<file path="src/rtl/i2cmb_byte_engine.sv">
// ---------------------------------------------------------------------------
// i2cmb_byte_engine
//
// Byte-level command engine of the I2C multiple-bus master. Accepts one
// byte command at a time (START, STOP, WRITE, READ_ACK/NAK, SET_BUS, WAIT)
// from the register block and expands it into handshaked bit operations for
// the bit-level sequencer. Tracks bus ownership and returns one response
// code per command.
//
// Ports
//   clk_i, rst_n_i       clock, asynchronous active-low reset
//   cmd_valid_i/ready_o  command handshake (ready only in IDLE)
//   cmd_code_i[2:0]      command code
//   cmd_data_i[7:0]      write byte / bus id / millisecond count
//   rsp_valid_o          one-cycle response strobe
//   rsp_code_o[1:0]      DONE / NAK / ARB_LOST / ERROR, held
//   rx_data_o[7:0]       byte from the last completed READ, held
//   bus_id_o             selected bus
//   bit_req_o            bit-operation request, held until bit_ack_i
//   bit_op_o[1:0]        START / STOP / WRITE / READ
//   bit_wdata_o          bit value for a WRITE bit operation
//   bit_ack_i            completion of the current bit operation
//   bit_rdata_i          sampled SDA, valid with bit_ack_i
//   bit_arb_lost_i       arbitration lost, valid with bit_ack_i
//   ms_tick_i            one pulse per millisecond
// ---------------------------------------------------------------------------
module i2cmb_byte_engine #(
    parameter int unsigned NUM_BUSSES = 16,
    parameter int unsigned BUS_ID_W   = 4
) (
    input  logic                clk_i,
    input  logic                rst_n_i,
    input  logic                cmd_valid_i,
    output logic                cmd_ready_o,
    input  logic [2:0]          cmd_code_i,
    input  logic [7:0]          cmd_data_i,
    output logic                rsp_valid_o,
    output logic [1:0]          rsp_code_o,
    output logic [7:0]          rx_data_o,
    output logic [BUS_ID_W-1:0] bus_id_o,
    output logic                bit_req_o,
    output logic [1:0]          bit_op_o,
    output logic                bit_wdata_o,
    input  logic                bit_ack_i,
    input  logic                bit_rdata_i,
    input  logic                bit_arb_lost_i,
    input  logic                ms_tick_i
);

    typedef enum logic [2:0] {
        S_IDLE, S_START, S_STOP, S_WR_BIT, S_WR_ACK, S_RD_BIT, S_RD_ACK, S_WAIT
    } state_e;

    typedef enum logic [2:0] {
        C_START, C_STOP, C_READ_ACK, C_READ_NAK, C_WRITE, C_SET_BUS, C_WAIT, C_RSVD
    } cmd_e;

    typedef enum logic [1:0] {
        RSP_DONE, RSP_NAK, RSP_ARB_LOST, RSP_ERROR
    } rsp_e;

    typedef enum logic [1:0] {
        OP_START, OP_STOP, OP_WRITE, OP_READ
    } bitop_e;

    localparam logic [8:0] LP_NUM_BUSSES = 9'(NUM_BUSSES);

    // Registers
    state_e              r_state;
    logic                r_bit_req;
    logic [2:0]          r_cnt;
    logic [7:0]          r_shift;
    logic                r_nak;
    logic [7:0]          r_wait;
    logic                r_captured;
    logic                r_rsp_valid;
    rsp_e                r_rsp_code;
    logic [7:0]          r_rx;
    logic [BUS_ID_W-1:0] r_bus_id;

    // Next-state values
    state_e              w_state_nxt;
    logic                w_bit_req_nxt;
    logic [2:0]          w_cnt_nxt;
    logic [7:0]          w_shift_nxt;
    logic                w_nak_nxt;
    logic [7:0]          w_wait_nxt;
    logic                w_captured_nxt;
    logic                w_rsp_valid_nxt;
    rsp_e                w_rsp_code_nxt;
    logic [7:0]          w_rx_nxt;
    logic [BUS_ID_W-1:0] w_bus_id_nxt;

    logic   w_accept;
    logic   w_ack;
    logic   w_err;
    cmd_e   w_cmd;
    bitop_e w_bit_op;
    logic   w_bit_wdata;

    assign w_cmd    = cmd_e'(cmd_code_i);
    assign w_accept = cmd_valid_i && (r_state == S_IDLE);
    // An ack is only meaningful while a request is outstanding.
    assign w_ack    = bit_ack_i && r_bit_req;

    always_comb begin
        w_err = 1'b0;
        unique case (w_cmd)
            C_STOP, C_READ_ACK, C_READ_NAK, C_WRITE: w_err = !r_captured;
            C_SET_BUS: w_err = r_captured || ({1'b0, cmd_data_i} >= LP_NUM_BUSSES);
            C_WAIT:    w_err = r_captured;
            C_RSVD:    w_err = 1'b1;
            C_START:   w_err = 1'b0;
        endcase
    end

    always_ff @(posedge clk_i or negedge rst_n_i) begin
        if (!rst_n_i) begin
            r_state     <= S_IDLE;
            r_bit_req   <= 1'b0;
            r_cnt       <= '0;
            r_shift     <= '0;
            r_nak       <= 1'b0;
            r_wait      <= '0;
            r_captured  <= 1'b0;
            r_rsp_valid <= 1'b0;
            r_rsp_code  <= RSP_DONE;
            r_rx        <= '0;
            r_bus_id    <= '0;
        end else begin
            r_state     <= w_state_nxt;
            r_bit_req   <= w_bit_req_nxt;
            r_cnt       <= w_cnt_nxt;
            r_shift     <= w_shift_nxt;
            r_nak       <= w_nak_nxt;
            r_wait      <= w_wait_nxt;
            r_captured  <= w_captured_nxt;
            r_rsp_valid <= w_rsp_valid_nxt;
            r_rsp_code  <= w_rsp_code_nxt;
            r_rx        <= w_rx_nxt;
            r_bus_id    <= w_bus_id_nxt;
        end
    end

    always_comb begin
        w_state_nxt     = r_state;
        w_bit_req_nxt   = r_bit_req;
        w_cnt_nxt       = r_cnt;
        w_shift_nxt     = r_shift;
        w_nak_nxt       = r_nak;
        w_wait_nxt      = r_wait;
        w_captured_nxt  = r_captured;
        w_rsp_valid_nxt = 1'b0;
        w_rsp_code_nxt  = r_rsp_code;
        w_rx_nxt        = r_rx;
        w_bus_id_nxt    = r_bus_id;

        unique case (r_state)
            S_IDLE: begin
                if (w_accept) begin
                    if (w_err) begin
                        w_rsp_valid_nxt = 1'b1;
                        w_rsp_code_nxt  = RSP_ERROR;
                    end else begin
                        unique case (w_cmd)
                            C_START: begin
                                w_state_nxt   = S_START;
                                w_bit_req_nxt = 1'b1;
                            end
                            C_STOP: begin
                                w_state_nxt   = S_STOP;
                                w_bit_req_nxt = 1'b1;
                            end
                            C_WRITE: begin
                                w_state_nxt   = S_WR_BIT;
                                w_bit_req_nxt = 1'b1;
                                w_shift_nxt   = cmd_data_i;
                                w_cnt_nxt     = '0;
                            end
                            C_READ_ACK, C_READ_NAK: begin
                                w_state_nxt   = S_RD_BIT;
                                w_bit_req_nxt = 1'b1;
                                w_nak_nxt     = cmd_code_i[0];
                                w_cnt_nxt     = '0;
                            end
                            C_SET_BUS: begin
                                w_bus_id_nxt    = cmd_data_i[BUS_ID_W-1:0];
                                w_rsp_valid_nxt = 1'b1;
                                w_rsp_code_nxt  = RSP_DONE;
                            end
                            C_WAIT: begin
                                if (cmd_data_i == 8'd0) begin
                                    w_rsp_valid_nxt = 1'b1;
                                    w_rsp_code_nxt  = RSP_DONE;
                                end else begin
                                    w_state_nxt = S_WAIT;
                                    w_wait_nxt  = cmd_data_i;
                                end
                            end
                            C_RSVD: ;
                        endcase
                    end
                end
            end

            S_WAIT: begin
                if (ms_tick_i) begin
                    w_wait_nxt = r_wait - 8'd1;
                    if (r_wait == 8'd1) begin
                        w_state_nxt     = S_IDLE;
                        w_rsp_valid_nxt = 1'b1;
                        w_rsp_code_nxt  = RSP_DONE;
                    end
                end
            end

            default: begin
                // Bit-operation states: a low request here is the one-cycle
                // gap after the previous ack, so re-raise it.
                if (!r_bit_req) begin
                    w_bit_req_nxt = 1'b1;
                end else if (w_ack) begin
                    w_bit_req_nxt = 1'b0;
                    if (bit_arb_lost_i) begin
                        w_state_nxt     = S_IDLE;
                        w_captured_nxt  = 1'b0;
                        w_rsp_valid_nxt = 1'b1;
                        w_rsp_code_nxt  = RSP_ARB_LOST;
                    end else begin
                        unique case (r_state)
                            S_START: begin
                                w_state_nxt     = S_IDLE;
                                w_captured_nxt  = 1'b1;
                                w_rsp_valid_nxt = 1'b1;
                                w_rsp_code_nxt  = RSP_DONE;
                            end
                            S_STOP: begin
                                w_state_nxt     = S_IDLE;
                                w_captured_nxt  = 1'b0;
                                w_rsp_valid_nxt = 1'b1;
                                w_rsp_code_nxt  = RSP_DONE;
                            end
                            S_WR_BIT: begin
                                w_shift_nxt = {r_shift[6:0], 1'b0};
                                w_cnt_nxt   = r_cnt + 3'd1;
                                if (r_cnt == 3'd7) w_state_nxt = S_WR_ACK;
                            end
                            S_WR_ACK: begin
                                w_state_nxt     = S_IDLE;
                                w_rsp_valid_nxt = 1'b1;
                                w_rsp_code_nxt  = bit_rdata_i ? RSP_NAK : RSP_DONE;
                            end
                            S_RD_BIT: begin
                                w_shift_nxt = {r_shift[6:0], bit_rdata_i};
                                w_cnt_nxt   = r_cnt + 3'd1;
                                if (r_cnt == 3'd7) w_state_nxt = S_RD_ACK;
                            end
                            S_RD_ACK: begin
                                w_state_nxt     = S_IDLE;
                                w_rx_nxt        = r_shift;
                                w_rsp_valid_nxt = 1'b1;
                                w_rsp_code_nxt  = RSP_DONE;
                            end
                            default: ;
                        endcase
                    end
                end
            end
        endcase
    end

    // Operation and data are decoded from state; both only change on the
    // ack edge, so they are stable for the whole request.
    always_comb begin
        w_bit_op    = OP_START;
        w_bit_wdata = 1'b0;
        unique case (r_state)
            S_START:  w_bit_op = OP_START;
            S_STOP:   w_bit_op = OP_STOP;
            S_WR_BIT: begin
                w_bit_op    = OP_WRITE;
                w_bit_wdata = r_shift[7];
            end
            S_WR_ACK: w_bit_op = OP_READ;
            S_RD_BIT: w_bit_op = OP_READ;
            S_RD_ACK: begin
                w_bit_op    = OP_WRITE;
                w_bit_wdata = r_nak;
            end
            default:  ;
        endcase
    end

    assign cmd_ready_o = (r_state == S_IDLE);
    assign rsp_valid_o = r_rsp_valid;
    assign rsp_code_o  = r_rsp_code;
    assign rx_data_o   = r_rx;
    assign bus_id_o    = r_bus_id;
    assign bit_req_o   = r_bit_req;
    assign bit_op_o    = w_bit_op;
    assign bit_wdata_o = w_bit_wdata;

endmodule

</file>
<file path="config.mk">
export PLATFORM = sky130hd
export DESIGN_NAME = i2cmb_byte_engine
export DESIGN_NICKNAME = d
export VERILOG_FILES = /design/src/rtl/i2cmb_byte_engine.sv
export SDC_FILE = /design/constraint.sdc
export NUM_CORES = 1
export LEC_CHECK = 0
export CAP_MARGIN = 20
export CORE_ASPECT_RATIO = 0.9
export CORE_MARGIN = 8
export CORE_UTILIZATION = 30
export CTS_CLUSTER_DIAMETER = 150
export DETAILED_ROUTE_END_ITERATION = 10
export HOLD_SLACK_MARGIN = 0.15
export PLACE_DENSITY = 0.48
export SKIP_CTS_REPAIR_TIMING = 1
export SYNTH_ARGS = -nofsm -noshare
export SYNTH_HDL_FRONTEND = slang
export SYNTH_SLANG_ARGS = --single-unit
</file>
<file path="constraint.sdc">
create_clock -name clk_i -period 1.9 [get_ports clk_i]
set_input_delay 0.19 -clock clk_i [delete_from_list [all_inputs] [get_ports clk_i]]
set_output_delay 0.19 -clock clk_i [all_outputs]
set_load 0.005 [all_outputs]
</file>
==> run summary, run 1 <==
H-tree depth: 2
clock root buffer: clkbuf_8
hold path depth: 3
sw frac: 0.365
Data arrival, critical path: 2.16 ns
reg2reg start: r_state[1]$_DFFE_PN0P_
clock latency on the worst-skew pair: 0.29 ns
CP Class: flop to flop
Synth Warn #: 0
Synth Cell Area: 2400 um2
filler cell count: 764
Pwr Density: 1510 nW/um2
Clk pwr share: 0.128
hold slack: 0.286 ns
GRT overflow: 0
DP Area: 3320 um2
Startpoint Class: flop
vias after detailed routing: 2,324
static leakage: 1.87 nW
Netlist cell types: 52
Syn Inst Count: 251
CP required: 2.08 ns
RSZ-0062 raised after global routing: true
clk buf depth: 2
Worst VDD drop: 0.665 mV
status: finished with violations
DRT Pass-1 Iters: 4
Peak Freq: 0.506 GHz
most common cell in the netlist: dfrtp_1
clock-pin slew on the worst setup and hold paths: 0.09 ns
most frequent cells after synthesis: dfrtp_1, nand2_1, mux2_2, nor2_1
area of the multi-input gates: 1480 um2
vias in the first global route: 2,329
DR iter-0 viols: 165
core region area: 7910 um2
Final min period: 1.98 ns
ANT nets after route: 0
setup ws final: -0.0760 ns
post-route setup TNS: -0.301 ns
Internal: 3.72 mW
die area: 11,100 um2
Die X: 110 um
Synth top area share: 0.416
# rows: 31
WL final: 7.81 mm
Area Growth Syn to Fin: 61.8%
Least-Margin Pin Slew: 0.497 ns
failing checks: setup timing
Num CTS Buffers: 5
post-route clock period utilization: 1.04
Yosys top cell by area: dfrtp_1
Reg power frac: 0.252
DP Wirelength: 5.59 mm
switching power: 2.14 mW
IO Port Bufs: 37
Reg area: 1000 um2
fin util: 0.491
setup violators final: 6
syn avg cell area: 9.58 um2
layout cell share with drive strength beyond 1: 0.406
syn nets: 273
count of final max-slew check failures: 0
normalized max-slew margin: 0.669
Hold Path End: bus_id_o[2]$_DFFE_PN0P_
Post-Place Setup Slack: -0.450 ns
Max-Cap Viols: 0
CTS Sinks: 40
number of antenna violations at the first check in global routing: 0
worst flop-to-flop path endpoint: bus_id_o[1]$_DFFE_PN0P_
Logic pwr share: 0.620
Die Y-Extent: 101 um
Synth area leaders: dfrtp_1, mux2_2, nand2_1
pin count of the biggest net entering global routing: 23
Final Net Count: 381
Final Instance Area: 3890 um2
wire length per cell: 17.0 um
most used flip-flop cell after synthesis: dfrtp_1
number of synthesized flops with an enable pin: 0
Total Routing Usage GR: 0.131
hold_sp: cmd_data_i[2]
Register-to-Register Setup Slack: -0.08 ns
n_diodes: 0
CTS tree: built
post-synthesis sequential area ratio: 0.416
FFs w/ async S/R, synth: 1.00
Initial Util: 0.304
worst r2r path cells: 5
final hold violation count: 0
Synth Register Bits: 40
worst min-delay path class: input pin to flop
crit path max fanout: 4
Routability Congestion: 0.870
DR DRC count: 0
IO Count: 38
first-pass GRT wire length: 11.6 mm
crit path capture type: flop
Worst Skew: 0.00732 ns
vias per inst: 5.06
kinds of logic after synthesis:
logic type,synth area share
AOI/OAI and AO/OA,0.185
adders and majority gates,0.0292
and+or+nand+nor,0.162
muxes,0.153
xor gates and xnor gates,0.00364
DFF,0.416
buffers and inverters,0.0505
metrics by stage:
step                instances  power (mW)
finish                    459        5.85
global route              459        6.20
CTS                       441        5.03
detailed placement        433        4.26
global placement          433        4.24
floorplan                 251        2.97
cell usage in the layout (no fill, tap or decap), drive strengths merged, types with 3 or more instances in the layout:
cell / instances
ha: 4
a21oi: 11
nand2: 39
dlymetal6s2s: 13
nor3: 4
dfrtp: 40
buf: 81
nor4: 3
a211oi: 4
nand3: 9
inv: 13
mux2: 26
clkdlybuf4s50: 23
nor2: 13
clkbuf: 6
o2bb2ai: 3
o21ai: 14
a31oi: 5
mux2i: 6
sequential cells by signal, summed over array words and instances (netlist names):
signal,cells
bus_id_o,4
bit_req_o,1
r_wait,8
r_state,3
rsp_valid_o,1
r_captured,1
r_shift,8
r_cnt,3
rsp_code_o,2
r_nak,1
rx_data_o,8
final cells by class:
cell class,count,area share
Clock buffer,6,0.0212
Clock inverter,2,0.00997
Inverter,13,0.0138
Multi-Input combinational cell,181,0.379
Sequential cell,40,0.257
Tap cell,99,0.0319
Timing Repair Buffer,118,0.286
worst max path at each step:
stage,from,endpoint,slack [ns],cells past startpoint
after floorplan,r_state[0]$_DFFE_PN0P_,bus_id_o[0]$_DFFE_PN0P_,-0.11,7
after global placement,cmd_data_i[5],bus_id_o[1]$_DFFE_PN0P_,-0.39,6
after detailed placement,cmd_data_i[5],bus_id_o[1]$_DFFE_PN0P_,-0.45,6
after CTS,r_state[0]$_DFFE_PN0P_,cmd_ready_o,-0.21,4
after global routing,r_state[2]$_DFFE_PN0P_,bus_id_o[1]$_DFFE_PN0P_,-0.12,5
final,r_state[1]$_DFFE_PN0P_,bus_id_o[1]$_DFFE_PN0P_,-0.08,5
power by group through the flow:
stage	combinational, mW	sequential [mW]	clock (mW)
2_1_floorplan	1.53	1.43	0
3_3_place_gp	2.79	1.45	0
3_5_place_dp	2.80	1.46	0
4_1_cts	2.81	1.45	0.772
5_1_grt	3.88	1.52	0.804
6_report	3.63	1.47	0.751
metal layers:
metal / track usage / wire length [um] / vias to the layer above
met1: 0.181 / 3750 / 1149
met5: 0 / 0 / -
li1: - / - / 1122
met3: 0.0294 / 310 / 2
met4: 0.0154 / 16 / 0
met2: 0.209 / 3730 / 51
worst max-delay path, stage by stage (launching register included):
cell	delay (ns)
dfrtp_1	0.41
or3_4	0.42
inv_4	0.09
nand2_4	0.06
or4_4	0.57
mux2_4	0.32
Power figures use the tool's default switching activity.
==> run 2: changes to the inputs <==
--- a/config.mk
+++ b/config.mk
@@ -12,7 +12,7 @@
 export CTS_CLUSTER_DIAMETER = 150
 export DETAILED_ROUTE_END_ITERATION = 10
 export HOLD_SLACK_MARGIN = 0.15
-export PLACE_DENSITY = 0.48
+export PLACE_DENSITY_LB_ADDON = 0.08
 export SKIP_CTS_REPAIR_TIMING = 1
 export SYNTH_ARGS = -nofsm -noshare
 export SYNTH_HDL_FRONTEND = slang
==> run summary, run 2 (same netlist as run 1, synthesis figures left out) <==
DR DRC count: 0 (unchanged)
CTS Sinks: 40 (unchanged)
DRT Pass-1 Iters: 4 (unchanged)
# rows: 31 (unchanged)
first-pass GRT wire length: 12.0 mm (was 11.6 mm)
static leakage: 1.85 nW (was 1.87 nW)
crit path max fanout: 4 (unchanged)
worst path cell trace: or3_4, inv_4, nand2_4, or4_4, mux2_4 (unchanged)
Data arrival, critical path: 2.16 ns (about the same)
Die X: 110 um (unchanged)
DP Wirelength: 5.70 mm (was 5.59 mm)
status: finished with violations (unchanged)
clock latency on the worst-skew pair: 0.30 ns (was 0.29 ns)
die area: 11,100 um2 (unchanged)
Area Growth Syn to Fin: 63.4% (was 61.8%)
vias after detailed routing: 2,321 (was 2,324)
vias per inst: 5.08 (was 5.06)
placed insts: 434 (was 433)
setup violators final: 6 (unchanged)
setup ws final: -0.0659 ns (was -0.0760 ns)
layout cell share with drive strength beyond 1: 0.441 (was 0.406)
Final Instance Area: 3930 um2 (was 3890 um2)
DP Area: 3320 um2 (about the same)
final hold violation count: 0 (unchanged)
Die Y-Extent: 101 um (unchanged)
Num CTS Buffers: 5 (unchanged)
clk buf depth: 2 (unchanged)
worst min-delay path class: input pin to async pin (was input pin to flop)
number of antenna violations at the first check in global routing: 0 (unchanged)
CP peak stage delay: 0.54 ns (was 0.57 ns)
Worst Skew: 0.0101 ns (was 0.00732 ns)
post-route setup TNS: -0.276 ns (was -0.301 ns)
Total Routing Usage GR: 0.138 (was 0.131)
commonest non-fill, non-tap cell in the layout: buf_4 (unchanged)
core region area: 7910 um2 (unchanged)
WL final: 8.10 mm (was 7.81 mm)
non-filler cells, final: 457 (was 459)
Crit-path slowest cell: or4_4 (unchanged)
Initial Util: 0.304 (unchanged)
Peak Freq: 0.509 GHz (was 0.506 GHz)
failing checks: setup timing (unchanged)
DR iter-0 viols: 116 (was 165)
post-route clock period utilization: 1.03 (was 1.04)
Max-Cap Viols: 0 (unchanged)
hold slack: 0.284 ns (was 0.286 ns)
Internal: 3.75 mW (was 3.72 mW)
RSZ-0062 raised after global routing: true (unchanged)
CP Class: flop to flop (unchanged)
Logic pwr share: 0.624 (was 0.620)
n_diodes: 0 (unchanged)
vias in the first global route: 2,241 (was 2,329)
switching power: 2.24 mW (was 2.14 mW)
final total power: 5.99 mW (was 5.85 mW)
Final Net Count: 379 (was 381)
normalized max-slew margin: 0.691 (was 0.669)
commonest non-fill, non-tap cells in the layout: buf_4, dfrtp_1, nand2_1 (unchanged)
Startpoint Class: flop (unchanged)
crit path capture type: flop (unchanged)
H-tree depth: 2 (unchanged)
sw frac: 0.374 (was 0.365)
CP required: 2.09 ns (was 2.08 ns)
Clk pwr share: 0.128 (about the same)
Post-Place Setup Slack: -0.498 ns (was -0.450 ns)
fin util: 0.496 (was 0.491)
Worst VDD drop: 0.556 mV (was 0.665 mV)
IO Port Bufs: 37 (unchanged)
count of final max-slew check failures: 0 (unchanged)
pin count of the biggest net entering global routing: 20 (was 23)
Least-Margin Pin Slew: 0.461 ns (was 0.497 ns)
Final min period: 1.97 ns (was 1.98 ns)
Reg power frac: 0.248 (was 0.252)
Pwr Density: 1520 nW/um2 (was 1510 nW/um2)
clock-pin slew on the worst setup and hold paths: 0.09 ns (about the same)
IO Count: 38 (unchanged)
ANT nets after route: 0 (unchanged)
clock root buffer: clkbuf_8 (unchanged)
GRT overflow: 0 (unchanged)
CTS tree: built (unchanged)
wire length per cell: 17.7 um (was 17.0 um)
Routability Congestion: 0.879 (was 0.870)
-- run 2: final cells by class --
cell class | instances | area (um2)
fillers | 758 | 3990
well taps | 99 | 124
flip-flops and latches | 40 | 1000
inverters | 13 | 53.8
multi-input cells | 181 | 1580
clock inverters | 2 | 38.8
clock buffers | 6 | 82.6
repair buffers | 116 | 1050
-- run 2: path summary, 6_finish.rpt --
| kind | start | end | cells past startpoint | slack, ns |
|---|---|---|---|---|
| min in group clk_i | cmd_data_i[5] | r_shift[5]$_DFFE_PN0P_ | 4 | 0.41 |
| max reg2reg | r_state[0]$_DFFE_PN0P_ | bus_id_o[0]$_DFFE_PN0P_ | 5 | -0.07 |
| max in group asynchronous | rst_n_i | r_shift[7]$_DFFE_PN0P_ | 3 | 1.10 |
| max | r_state[0]$_DFFE_PN0P_ | bus_id_o[0]$_DFFE_PN0P_ | 5 | -0.07 |
| min | rst_n_i | r_shift[0]$_DFFE_PN0P_ | 2 | 0.28 |
| min reg2reg | r_wait[4]$_DFFE_PN0P_ | r_wait[4]$_DFFE_PN0P_ | 1 | 0.51 |
-- run 2: worst max-delay path: cells and delay by family (launching register included) --
family / cells / cell delay (ns)
simple gates: 3 / 1.03
flops: 1 / 0.40
mux: 1 / 0.32
buf+inv: 1 / 0.10
-- run 2: layer usage --
| metal | up-vias | part of all wire | track usage |
|---|---|---|---|
| met5 | - | 0 | 0 |
| met4 | 0 | 0.016 | 0.0276 |
| met2 | 60 | 0.46 | 0.197 |
| met3 | 10 | 0.051 | 0.0326 |
| li1 | 1126 | - | - |
| met1 | 1125 | 0.48 | 0.204 |
-- run 2: power groups by stage --
| stage | sequential (mW) | clock, mW | combinational (mW) |
|---|---|---|---|
| finish | 1.48 | 0.769 | 3.74 |
| global route | 1.53 | 0.815 | 4.04 |
| CTS | 1.46 | 0.791 | 2.84 |
| detailed placement | 1.47 | 0 | 2.83 |
| global placement | 1.47 | 0 | 2.84 |
| floorplan | 1.43 | 0 | 1.53 |
